===== config.mk =====
export PLATFORM = sky130hd
export DESIGN_NAME = debug_display_ctrl
export DESIGN_NICKNAME = d
export VERILOG_FILES = /design/src/rtl/debug_display_ctrl.sv
export SDC_FILE = /design/constraint.sdc
export NUM_CORES = 1
export LEC_CHECK = 0
export ABC_AREA = 1
export BUFFER_PORTS_ARGS = -buffer_cell sky130_fd_sc_hd__buf_4
export CAP_MARGIN = 20
export CORE_MARGIN = 10
export CORE_UTILIZATION = 40
export CTS_CLUSTER_SIZE = 25
export DETAILED_ROUTE_END_ITERATION = 12
export RECOVER_POWER = 25
export SYNTH_ARGS = -nofsm -noshare
export SYNTH_HDL_FRONTEND = slang
export SYNTH_SLANG_ARGS = --single-unit

===== constraint.sdc =====
create_clock -name clk -period 2.4 [get_ports clk]
set_input_delay 0 -clock clk [delete_from_list [all_inputs] [get_ports clk]]
set_output_delay 0 -clock clk [all_outputs]
set_load 0.01 [all_outputs]

===== src/rtl/debug_display_ctrl.sv =====
// Debug display controller: per-channel 32-bit shadow registers shown on seven-segment digits,
// debounced page key, sticky debug LEDs. Optional macro DEBUG_DISPLAY_BLANK_EN enables leading-zero blanking.
module debug_display_ctrl #(
    parameter int NUM_CH       = 4,
    parameter int DIGITS       = 8,
    parameter int LED_W        = 18,
    parameter int FLAG_W       = 16,
    parameter int DEBOUNCE_CYC = 500000
) (
    input  logic                                      clk,
    input  logic                                      reset,
    input  logic [NUM_CH*32-1:0]                      ch_data,
    input  logic [NUM_CH-1:0]                         ch_valid,
    input  logic                                      freeze,
    input  logic                                      page_key_n,
    input  logic [FLAG_W-1:0]                         debug_flag,
    input  logic                                      debug_flag_valid,
    input  logic                                      led_clr,
    output logic [DIGITS*7-1:0]                       hex_n,
    output logic [LED_W-1:0]                          led,
    output logic [((NUM_CH > 1) ? $clog2(NUM_CH) : 1)-1:0] page
);

    localparam int PAGE_W = (NUM_CH > 1) ? $clog2(NUM_CH) : 1;
    localparam int CNT_W  = $clog2(DEBOUNCE_CYC + 1);

    localparam logic [CNT_W-1:0]  CNT_LAST  = CNT_W'(DEBOUNCE_CYC - 1);
    localparam logic [CNT_W-1:0]  CNT_MAX   = {CNT_W{1'b1}};
    localparam logic [PAGE_W-1:0] PAGE_LAST = PAGE_W'(NUM_CH - 1);

    localparam logic [1:0] S_IDLE         = 2'd0;
    localparam logic [1:0] S_PRESS_WAIT   = 2'd1;
    localparam logic [1:0] S_PRESSED      = 2'd2;
    localparam logic [1:0] S_RELEASE_WAIT = 2'd3;

    localparam logic [6:0] SEG_ZERO  = 7'h40;
    localparam logic [6:0] SEG_BLANK = 7'h7F;

    function automatic logic [6:0] seg_encode(input logic [3:0] nib);
        logic [6:0] seg;
        case (nib)
            4'h0:    seg = 7'h40;
            4'h1:    seg = 7'h79;
            4'h2:    seg = 7'h24;
            4'h3:    seg = 7'h30;
            4'h4:    seg = 7'h19;
            4'h5:    seg = 7'h12;
            4'h6:    seg = 7'h02;
            4'h7:    seg = 7'h78;
            4'h8:    seg = 7'h00;
            4'h9:    seg = 7'h10;
            4'hA:    seg = 7'h08;
            4'hB:    seg = 7'h03;
            4'hC:    seg = 7'h46;
            4'hD:    seg = 7'h21;
            4'hE:    seg = 7'h06;
            4'hF:    seg = 7'h0E;
            default: seg = SEG_BLANK;
        endcase
        return seg;
    endfunction

    logic                    r_rst_q;
    logic                    r_key_meta;
    logic                    r_key_sync;
    logic [1:0]              r_state;
    logic [CNT_W-1:0]        r_cnt;
    logic [PAGE_W-1:0]       r_page;
    logic [31:0]             r_shadow [NUM_CH];
    logic [DIGITS*7-1:0]     r_hex;
    logic [LED_W-1:0]        r_led;

    logic [1:0]              w_state_nxt;
    logic [CNT_W-1:0]        w_cnt_nxt;
    logic [CNT_W-1:0]        w_cnt_sat;
    logic                    w_page_inc;
    logic [31:0]             w_sel_word;
    logic [DIGITS*7-1:0]     w_hex_nxt;
    logic [31:0]             w_led_idx;
    logic [LED_W-1:0]        w_led_nxt;
`ifdef DEBUG_DISPLAY_BLANK_EN
    logic                    w_lead;
`endif

    // Reset release is retimed so the whole block leaves reset on one clean edge
    always_ff @(posedge clk or negedge reset) begin
        if (!reset) begin
            r_rst_q <= 1'b0;
        end else begin
            r_rst_q <= 1'b1;
        end
    end

    // Two-flop synchroniser for the raw pushbutton (idles high)
    always_ff @(posedge clk or negedge reset) begin
        if (!reset) begin
            r_key_meta <= 1'b1;
            r_key_sync <= 1'b1;
        end else begin
            r_key_meta <= page_key_n;
            r_key_sync <= r_key_meta;
        end
    end

    assign w_cnt_sat = (r_cnt == CNT_MAX) ? r_cnt : (r_cnt + CNT_W'(1));

    // Debounce FSM next-state; a page step happens only on PRESS_WAIT -> PRESSED
    always_comb begin
        w_state_nxt = r_state;
        w_cnt_nxt   = r_cnt;
        w_page_inc  = 1'b0;
        case (r_state)
            S_IDLE: begin
                w_cnt_nxt = '0;
                if (!r_key_sync) begin
                    w_state_nxt = S_PRESS_WAIT;
                end else begin
                    w_state_nxt = S_IDLE;
                end
            end
            S_PRESS_WAIT: begin
                if (r_key_sync) begin
                    w_state_nxt = S_IDLE;
                    w_cnt_nxt   = '0;
                end else if (r_cnt >= CNT_LAST) begin
                    w_state_nxt = S_PRESSED;
                    w_cnt_nxt   = '0;
                    w_page_inc  = 1'b1;
                end else begin
                    w_cnt_nxt = w_cnt_sat;
                end
            end
            S_PRESSED: begin
                w_cnt_nxt = '0;
                if (r_key_sync) begin
                    w_state_nxt = S_RELEASE_WAIT;
                end else begin
                    w_state_nxt = S_PRESSED;
                end
            end
            S_RELEASE_WAIT: begin
                if (!r_key_sync) begin
                    w_state_nxt = S_PRESSED;
                    w_cnt_nxt   = '0;
                end else if (r_cnt >= CNT_LAST) begin
                    w_state_nxt = S_IDLE;
                    w_cnt_nxt   = '0;
                end else begin
                    w_cnt_nxt = w_cnt_sat;
                end
            end
            default: begin
                w_state_nxt = S_IDLE;
                w_cnt_nxt   = '0;
            end
        endcase
    end

    // Debounce state, counter and page register
    always_ff @(posedge clk or negedge reset) begin
        if (!reset) begin
            r_state <= S_IDLE;
            r_cnt   <= '0;
            r_page  <= '0;
        end else if (!r_rst_q) begin
            r_state <= S_IDLE;
            r_cnt   <= '0;
            r_page  <= '0;
        end else begin
            r_state <= w_state_nxt;
            r_cnt   <= w_cnt_nxt;
            if (w_page_inc) begin
                r_page <= (r_page == PAGE_LAST) ? '0 : (r_page + PAGE_W'(1));
            end else begin
                r_page <= r_page;
            end
        end
    end

    // Channel shadow registers
    always_ff @(posedge clk or negedge reset) begin
        if (!reset) begin
            for (int i = 0; i < NUM_CH; i++) r_shadow[i] <= 32'h0;
        end else if (!r_rst_q) begin
            for (int i = 0; i < NUM_CH; i++) r_shadow[i] <= 32'h0;
        end else begin
            for (int i = 0; i < NUM_CH; i++) begin
                if (ch_valid[i] && !freeze) begin
                    r_shadow[i] <= ch_data[32*i +: 32];
                end else begin
                    r_shadow[i] <= r_shadow[i];
                end
            end
        end
    end

    assign w_sel_word = r_shadow[r_page];

    // Segment pattern for the selected word, scanned from the top digit down
    always_comb begin
        w_hex_nxt = '0;
`ifdef DEBUG_DISPLAY_BLANK_EN
        w_lead = 1'b1;
        for (int k = DIGITS - 1; k >= 0; k--) begin
            if ((w_sel_word[4*k +: 4] != 4'h0) || (k == 0)) begin
                w_lead = 1'b0;
            end else begin
                w_lead = w_lead;
            end
            w_hex_nxt[7*k +: 7] = w_lead ? SEG_BLANK : seg_encode(w_sel_word[4*k +: 4]);
        end
`else
        for (int k = DIGITS - 1; k >= 0; k--) begin
            w_hex_nxt[7*k +: 7] = seg_encode(w_sel_word[4*k +: 4]);
        end
`endif
    end

    // Registered segment outputs
    always_ff @(posedge clk or negedge reset) begin
        if (!reset) begin
            r_hex <= {DIGITS{SEG_ZERO}};
        end else if (!r_rst_q) begin
            r_hex <= {DIGITS{SEG_ZERO}};
        end else begin
            r_hex <= w_hex_nxt;
        end
    end

    // Out-of-range flags collapse onto the top LED as an overflow marker
    always_comb begin
        w_led_idx = (32'(debug_flag) < 32'(LED_W)) ? 32'(debug_flag) : 32'(LED_W - 1);
        w_led_nxt = led_clr ? '0 : r_led;
        if (debug_flag_valid) begin
            for (int i = 0; i < LED_W; i++) begin
                if (w_led_idx == 32'(i)) begin
                    w_led_nxt[i] = 1'b1;
                end else begin
                    w_led_nxt[i] = w_led_nxt[i];
                end
            end
        end else begin
            w_led_nxt = w_led_nxt;
        end
    end

    // Sticky LED register
    always_ff @(posedge clk or negedge reset) begin
        if (!reset) begin
            r_led <= '0;
        end else if (!r_rst_q) begin
            r_led <= '0;
        end else begin
            r_led <= w_led_nxt;
        end
    end

    assign hex_n = r_hex;
    assign led   = r_led;
    assign page  = r_page;

endmodule


* After elaboration in Yosys (flattened, before gate mapping)
Memories as Yosys holds them, arrays and structs flattened. Index checks and enable logic that the tools add are counted.
Storage, ports and cells: flip-flop bits (word level) 228, latch bits 0, memory bits (writable) 0, memory bits (read-only) 896, bits of input ports 154, output and inout bits 76, memories 8
Memories:
- (no name shown) | depth 16, width 7, read ports 1, clocked after Yosys merged registers in 0, wr ports 0, RTL line 41 | case (nib)
- (no name shown) | depth 16, width 7, read ports 1, clocked after Yosys merged registers in 0, wr ports 0, RTL line 41
- (no name shown) | depth 16, width 7, read ports 1, clocked after Yosys merged registers in 0, wr ports 0, RTL line 41
- (no name shown) | depth 16, width 7, read ports 1, clocked after Yosys merged registers in 0, wr ports 0, RTL line 41
- (no name shown) | depth 16, width 7, read ports 1, clocked after Yosys merged registers in 0, wr ports 0, RTL line 41
- (no name shown) | depth 16, width 7, read ports 1, clocked after Yosys merged registers in 0, wr ports 0, RTL line 41
- +2 memories
Operators by class: add/sub/neg operators 2, multiply operators 0, div/mod/pow operators 0, magnitude comparators 3, equal/unequal tests 29, shift operators 0, mux-type cells 51, bitwise gates (word level) 1, reduce and logical (&&, ||, !) cells 9
Operators by type and width (number):
- 32-bit 2-to-1 mux | 6
- 16-bit by 4-bit equality test with 1-bit output (second input constant) | 8
- 128-bit 2-to-1 mux | 1
- 19-bit 2-to-1 mux | 5
- 32-bit binary-select mux with 2-bit select | 1
- 16-bit by 3-bit equality test with 1-bit output (second input constant) | 4
- 19-bit one-hot mux with 3 select lines | 1
- 56-bit 2-to-1 mux | 1
- 18-bit 2-to-1 mux | 3
- 16-bit by 2-bit equality test with 1-bit output (second input constant) | 2
- 16-bit by 5-bit equality test with 1-bit output (second input constant) | 2
- 32-bit zero test | 1
- 1-bit 2-to-1 mux | 23
- 19-bit by 1-bit adder with 19-bit output (second input constant) | 1
- 19-bit equality test (second input constant) | 1
- 19-bit >= comparator (second input constant) | 1
- 16-bit by 1-bit equality test with 1-bit output (second input constant) | 1
- 16-bit by 5-bit less-than comparator with 1-bit output (second input constant) | 1
- 16-bit 2-to-1 mux | 1
- 2-bit 2-to-1 mux | 8
- 2-bit by 1-bit inequality test with 1-bit output (second input constant) | 5
- 4-bit inequality test (second input constant) | 2
- 2-bit one-hot mux with 4 select lines | 1
- 2-bit equality test (second input constant) | 3
- 9 further kinds | 12

* Longest topological paths before layout
depth after elaboration 6, mapped depth 12, depth with buffers taken out 10

* Worst setup path after synthesis
OpenSTA, ideal clock, no wires.
path kind flip-flop to flip-flop, start point register r_page[0] (netlist: page[0]), end point register r_hex[26] (netlist: hex_n[26]), arrival 1.884 ns, slack 0.376 ns, stages on the path, launching flop included 12, buffers on the path 3, path through dfrtp_1 -> buf_6 -> buf_12 -> buf_6 -> a21oi_1 -> o21ai_1 -> nand2_1 -> inv_1 -> ha_1 -> or2_1 -> a21oi_2 -> nor3b_2
Between the ends: word-level cells in the longest chain between the ends 6
RTL lines:
- start: declaration | RTL line 68 | logic [PAGE_W-1:0] r_page;
- start signal: assignment | RTL line 173 | r_page <= (r_page == PAGE_LAST) ? '0 : (r_page + PAGE_W'(1));
- start signal: assignment | RTL line 175 | r_page <= r_page;
- 2-bit NOT with 3-bit output (not written as such) | RTL line 197 | assign w_sel_word = r_shadow[r_page];
- 32-bit binary-select mux with 2-bit select | RTL line 197
- 32-bit 2-to-1 mux (not written as such) (2 in series) | RTL line 197
- memory 16 x 7 bit
- 56-bit 2-to-1 mux | RTL line 223 | end else if (!r_rst_q) begin
- end signal: assignment | RTL line 222 | r_hex <= {DIGITS{SEG_ZERO}};
- end signal: assignment | RTL line 224 | r_hex <= {DIGITS{SEG_ZERO}};
- end signal: assignment | RTL line 226 | r_hex <= w_hex_nxt;
- end: declaration | RTL line 70 | logic [DIGITS*7-1:0] r_hex;
No other way between the ends. The select of a mux whose other input is x is not followed. A chain may end at the register's enable or synchronous reset.

* Worst setup path in the final report
start point input port debug_flag[11], end point register r_led[3] (netlist: led[3])
Between the ends: word-level cells in the longest chain between the ends 6
RTL lines:
- start: declaration | RTL line 16 | input logic [FLAG_W-1:0] debug_flag,
- 16-bit by 5-bit less-than comparator with 1-bit output | RTL line 232 | w_led_idx = (32'(debug_flag) < 32'(LED_W)) ? 32'(debug_flag) : 32'(LED_W - 1);
- 16-bit 2-to-1 mux * | RTL line 232
- 16-bit by 2-bit equality test with 1-bit output * | RTL line 236 | if (w_led_idx == 32'(i)) begin
- 1-bit 2-to-1 mux * | RTL line 236
- 18-bit 2-to-1 mux * | RTL line 234 | if (debug_flag_valid) begin
- 18-bit 2-to-1 mux * | RTL line 251 | end else if (!r_rst_q) begin
- end signal: assignment | RTL line 254 | r_led <= w_led_nxt;
- end: declaration | RTL line 71 | logic [LED_W-1:0] r_led;
Mark *: on every way between the ends. The rest lies on a longest branch, timed or not.

==> summary.txt <==
Pwr
  – Tot Pwr: 9.77 mW
  – Pwr Density: 576 nW/µm²
  – Pleak: 8.12 nW
  – Max VDD drop: 0.000519 V

Synthesis
  – Post-synth top flop: dfrtp_1
  – Sequential fraction of the synthesis area: 45.7%
  – Syn Inst Count: 1,565
  – Ys async rst share: 100%
  – Number of synthesized flops with an enable pin: 0
  – Post-Syn Area: 12,500 µm²
  – Avg Cell Area, Syn: between 8 and 9 µm²
  – Seq cells post-synth: around 230
  – Synthesized net count: around 1.8k
  – Library cells used by synthesis: 44
  – Yosys Warn Count: 0

Route
  – Post-route ant nets: 0
  – Drt initial violations: about 900
  – Via count: between 10k and 15k
  – First-pass DRT Iterations: 5
  – DRC Markers: 0
  – Post-Route WL: 40,800 µm
  – Routed vias/inst: approximately 5.1
  – Routed wire per std cell: 17.5 µm

Place
  – Final RePlAce weighted congestion: 0.849
  – Final HPWL DP: 28,800 µm
  – I/O Buffers: 229
  – Placed cells: 2,135

Timing
  – Fin crit share: 98.3%
  – Skew final: 0.0136 ns
  – Worst rel slew slack: -28.5%
  – Peak Freq: 424 MHz
  – Final Max Slew Viols: 71
  – Unrepaired setup endpoints after global routing: true
  – Final setup viols: 0
  – Final Hold Viols: 0
  – Tightest Pin Transition: 1.93 ns
  – Post-layout min period: approximately 2.4 ns

Setup path
  – Crit end category: flop
  – CP max-delay cell: dlygate4sd3_1
  – Worst path required time: 2.85 ns
  – CP cell instances: dlygate4sd3_1, buf_4, inv_1, nand2_1, nor2_2, nand4_1, dlygate4sd3_1, nor2_2, nand3_1, dlygate4sd3_1, a21oi_1
  – Critical Path Most Common Cell: dlygate4sd3_1
  – Crit Path Class: in2reg
  – Worst setup SP type: input port
  – Crit Path Max Fanout: 5
  – Worst reg-to-reg setup slack: ~0.13 ns
  – Arrival time worst endpoint: approximately 2.8 ns
  – Max stage delay on crit path: 0.60 ns

Global route
  – Total Routing Usage GR: 20.6%
  – Overflow after GRT: 0
  – Largest net degree at the start of global routing: 168
  – Vias in the first global route: around 12k
  – Initial antenna violation count: 0
  – First-pass GRT wire length: about 65,000 µm

Die
  – Overall die height: 197 µm
  – I/O Pins: 230
  – Initial Utilization: between 40% and 50%
  – Cell Rows: 64
  – Core footprint: 30,700 µm²
  – Die X: ~200 µm
  – Die Area: 38,800 µm²

Cells and area
  – Layout net count: around 2.1k
  – Ant. Diodes: 0
  – Fin cells: 2,333
  – Fillers: roughly 2.8k
  – Share of cells above drive strength 1: between 20% and 30%
  – Synth-to-Final Area Change: 35.5%

Outcome
  – Status: finished, violations left
  – Violated checks: capacitance limit, slew limit

CTS
  – Register clock-pin slew on the reported worst setup and hold paths: 0.06 ns
  – Post-CTS setup buffers: 0
  – Clk sinks: around 230
  – CTS buffer count: 26
  – H-tree depth: 1
  – CTS tree: built
  – Clock Latency Late Sink: approximately 0.53 ns
  – Clock buffer depth: 3
  – Clk root buf: clkbuf_16

Run
  – Max cap viols: 1

Worst hold path
  – Hold WC Path Type: in2reg
-- state kept, by name, summed over array words and instances, names as in the netlist --
signal / flops
hex_n: 56
led: 18
page: 2
r_cnt: 19
r_key_meta: 1
r_key_sync: 1
r_rst_q: 1
r_shadow: 128
r_state: 2
-- metal layers --
metal	global-route usage (%)	up-vias	routed length [µm]
li1	-	5814	-
met1	29.1	5615	18700
met2	32.2	370	18500
met3	3.66	46	2730
met4	5.07	0	803
met5	0	-	0
-- cell type report --
type / count / area [µm²] / area share [%]
multi-input cells: 1101 / 5750 / 33.9
flip-flops and latches: 228 / 5730 / 33.7
repair buffers: 404 / 3470 / 20.5
clock buffers: 38 / 767 / 4.52
inverters: 157 / 589 / 3.47
well taps: 396 / 495 / 2.92
clock inverters: 9 / 173 / 1.02
-- worst max-delay path: cells and delay by family --
family / cells / cell delay, ns
buf+inv: 5 / 1.93
compound gates: 1 / 0.13
simple gates: 5 / 0.74
-- placed cells by master, fill, tap and decap left out, types with 27 or more instances in the layout --
master           n
nor2_1         114
nand2_1        340
nand3_1        176
ha_1            57
a21oi_1        123
inv_1          135
buf_4          245
dlygate4sd3_1  151
dfrtp_1        215
o21ai_1         27
clkbuf_16       27
o21ai_0        132
-- cell families after synthesis --
logic type,after synthesis,synth area share [%]
AOI/OAI and AO/OA,310,13.1
xor gates and xnor gates,6,0.420
adders and majority gates,57,5.69
buffers and inverters,236,8.49
DFF,228,45.7
other,1,0.0299
and+or+nand+nor,727,26.6
-- synthesized netlist by cell type, types with 6 or more instances --
master,number,share of area (%)
a21oi_1,123,4.9
a21oi_2,7,0.49
buf_1,6,0.18
buf_2,9,0.36
buf_4,8,0.48
buf_6,16,1.4
clkbuf_1,39,1.2
dfrtp_1,218,44
dfstp_2,10,2.1
ha_1,57,5.7
inv_1,135,4.0
inv_2,19,0.57
nand2_1,340,10
nand2_2,17,0.85
nand2_4,7,0.63
nand3_1,176,7.0
nand3_2,9,0.72
nand4_1,8,0.40
nor2_1,116,3.5
nor2_2,8,0.40
nor3_1,24,0.96
o211ai_1,9,0.54
o21ai_0,132,5.3
o21ai_1,27,1.1
-- worst paths after layout --
kind / to / cells after the start / from
worst min register to register: r_key_sync / 0 / r_key_meta
min in group asynchronous: r_cnt[11] / 2 / reset
worst min-delay path: r_shadow[114] / 5 / ch_valid[0]
worst max-delay path: led[3] / 11 / debug_flag[11]
worst max register to register: hex_n[48] / 9 / page[0]
max in group asynchronous: page[0] / 2 / reset
-- through the flow --
step	cell area (µm²)	util (%)	hold slack (ns)	TNS (ns)	worst slack, ns
2_1_floorplan	12500	-	-0.296	0	0.376
5_1_grt	17000	55.2	0.0665	-0.0726	-0.0457
3_5_place_dp	14500	47.3	0.00391	0	0.201
3_3_place_gp	14500	47.3	0.00295	0	0.257
4_1_cts	17000	55.2	0.0111	0	0.0539
6_report	17000	55.2	0.0337	0	0.0412
-- power breakdown --
group	leakage, nW	internal, mW	total [mW]	switching (mW)
clock	0.458	2.74	4.34	1.60
sequential	3.07	4.02	4.10	0.0877
combinational	4.59	0.599	1.33	0.731
-- what timing repair did --
item	in CTS	in global routing
setup endpoints to repair	0	2
hold buffers	151	0
hold endpoints to repair	305	0
resized for setup	0	2
Power figures use the tool's default switching activity.
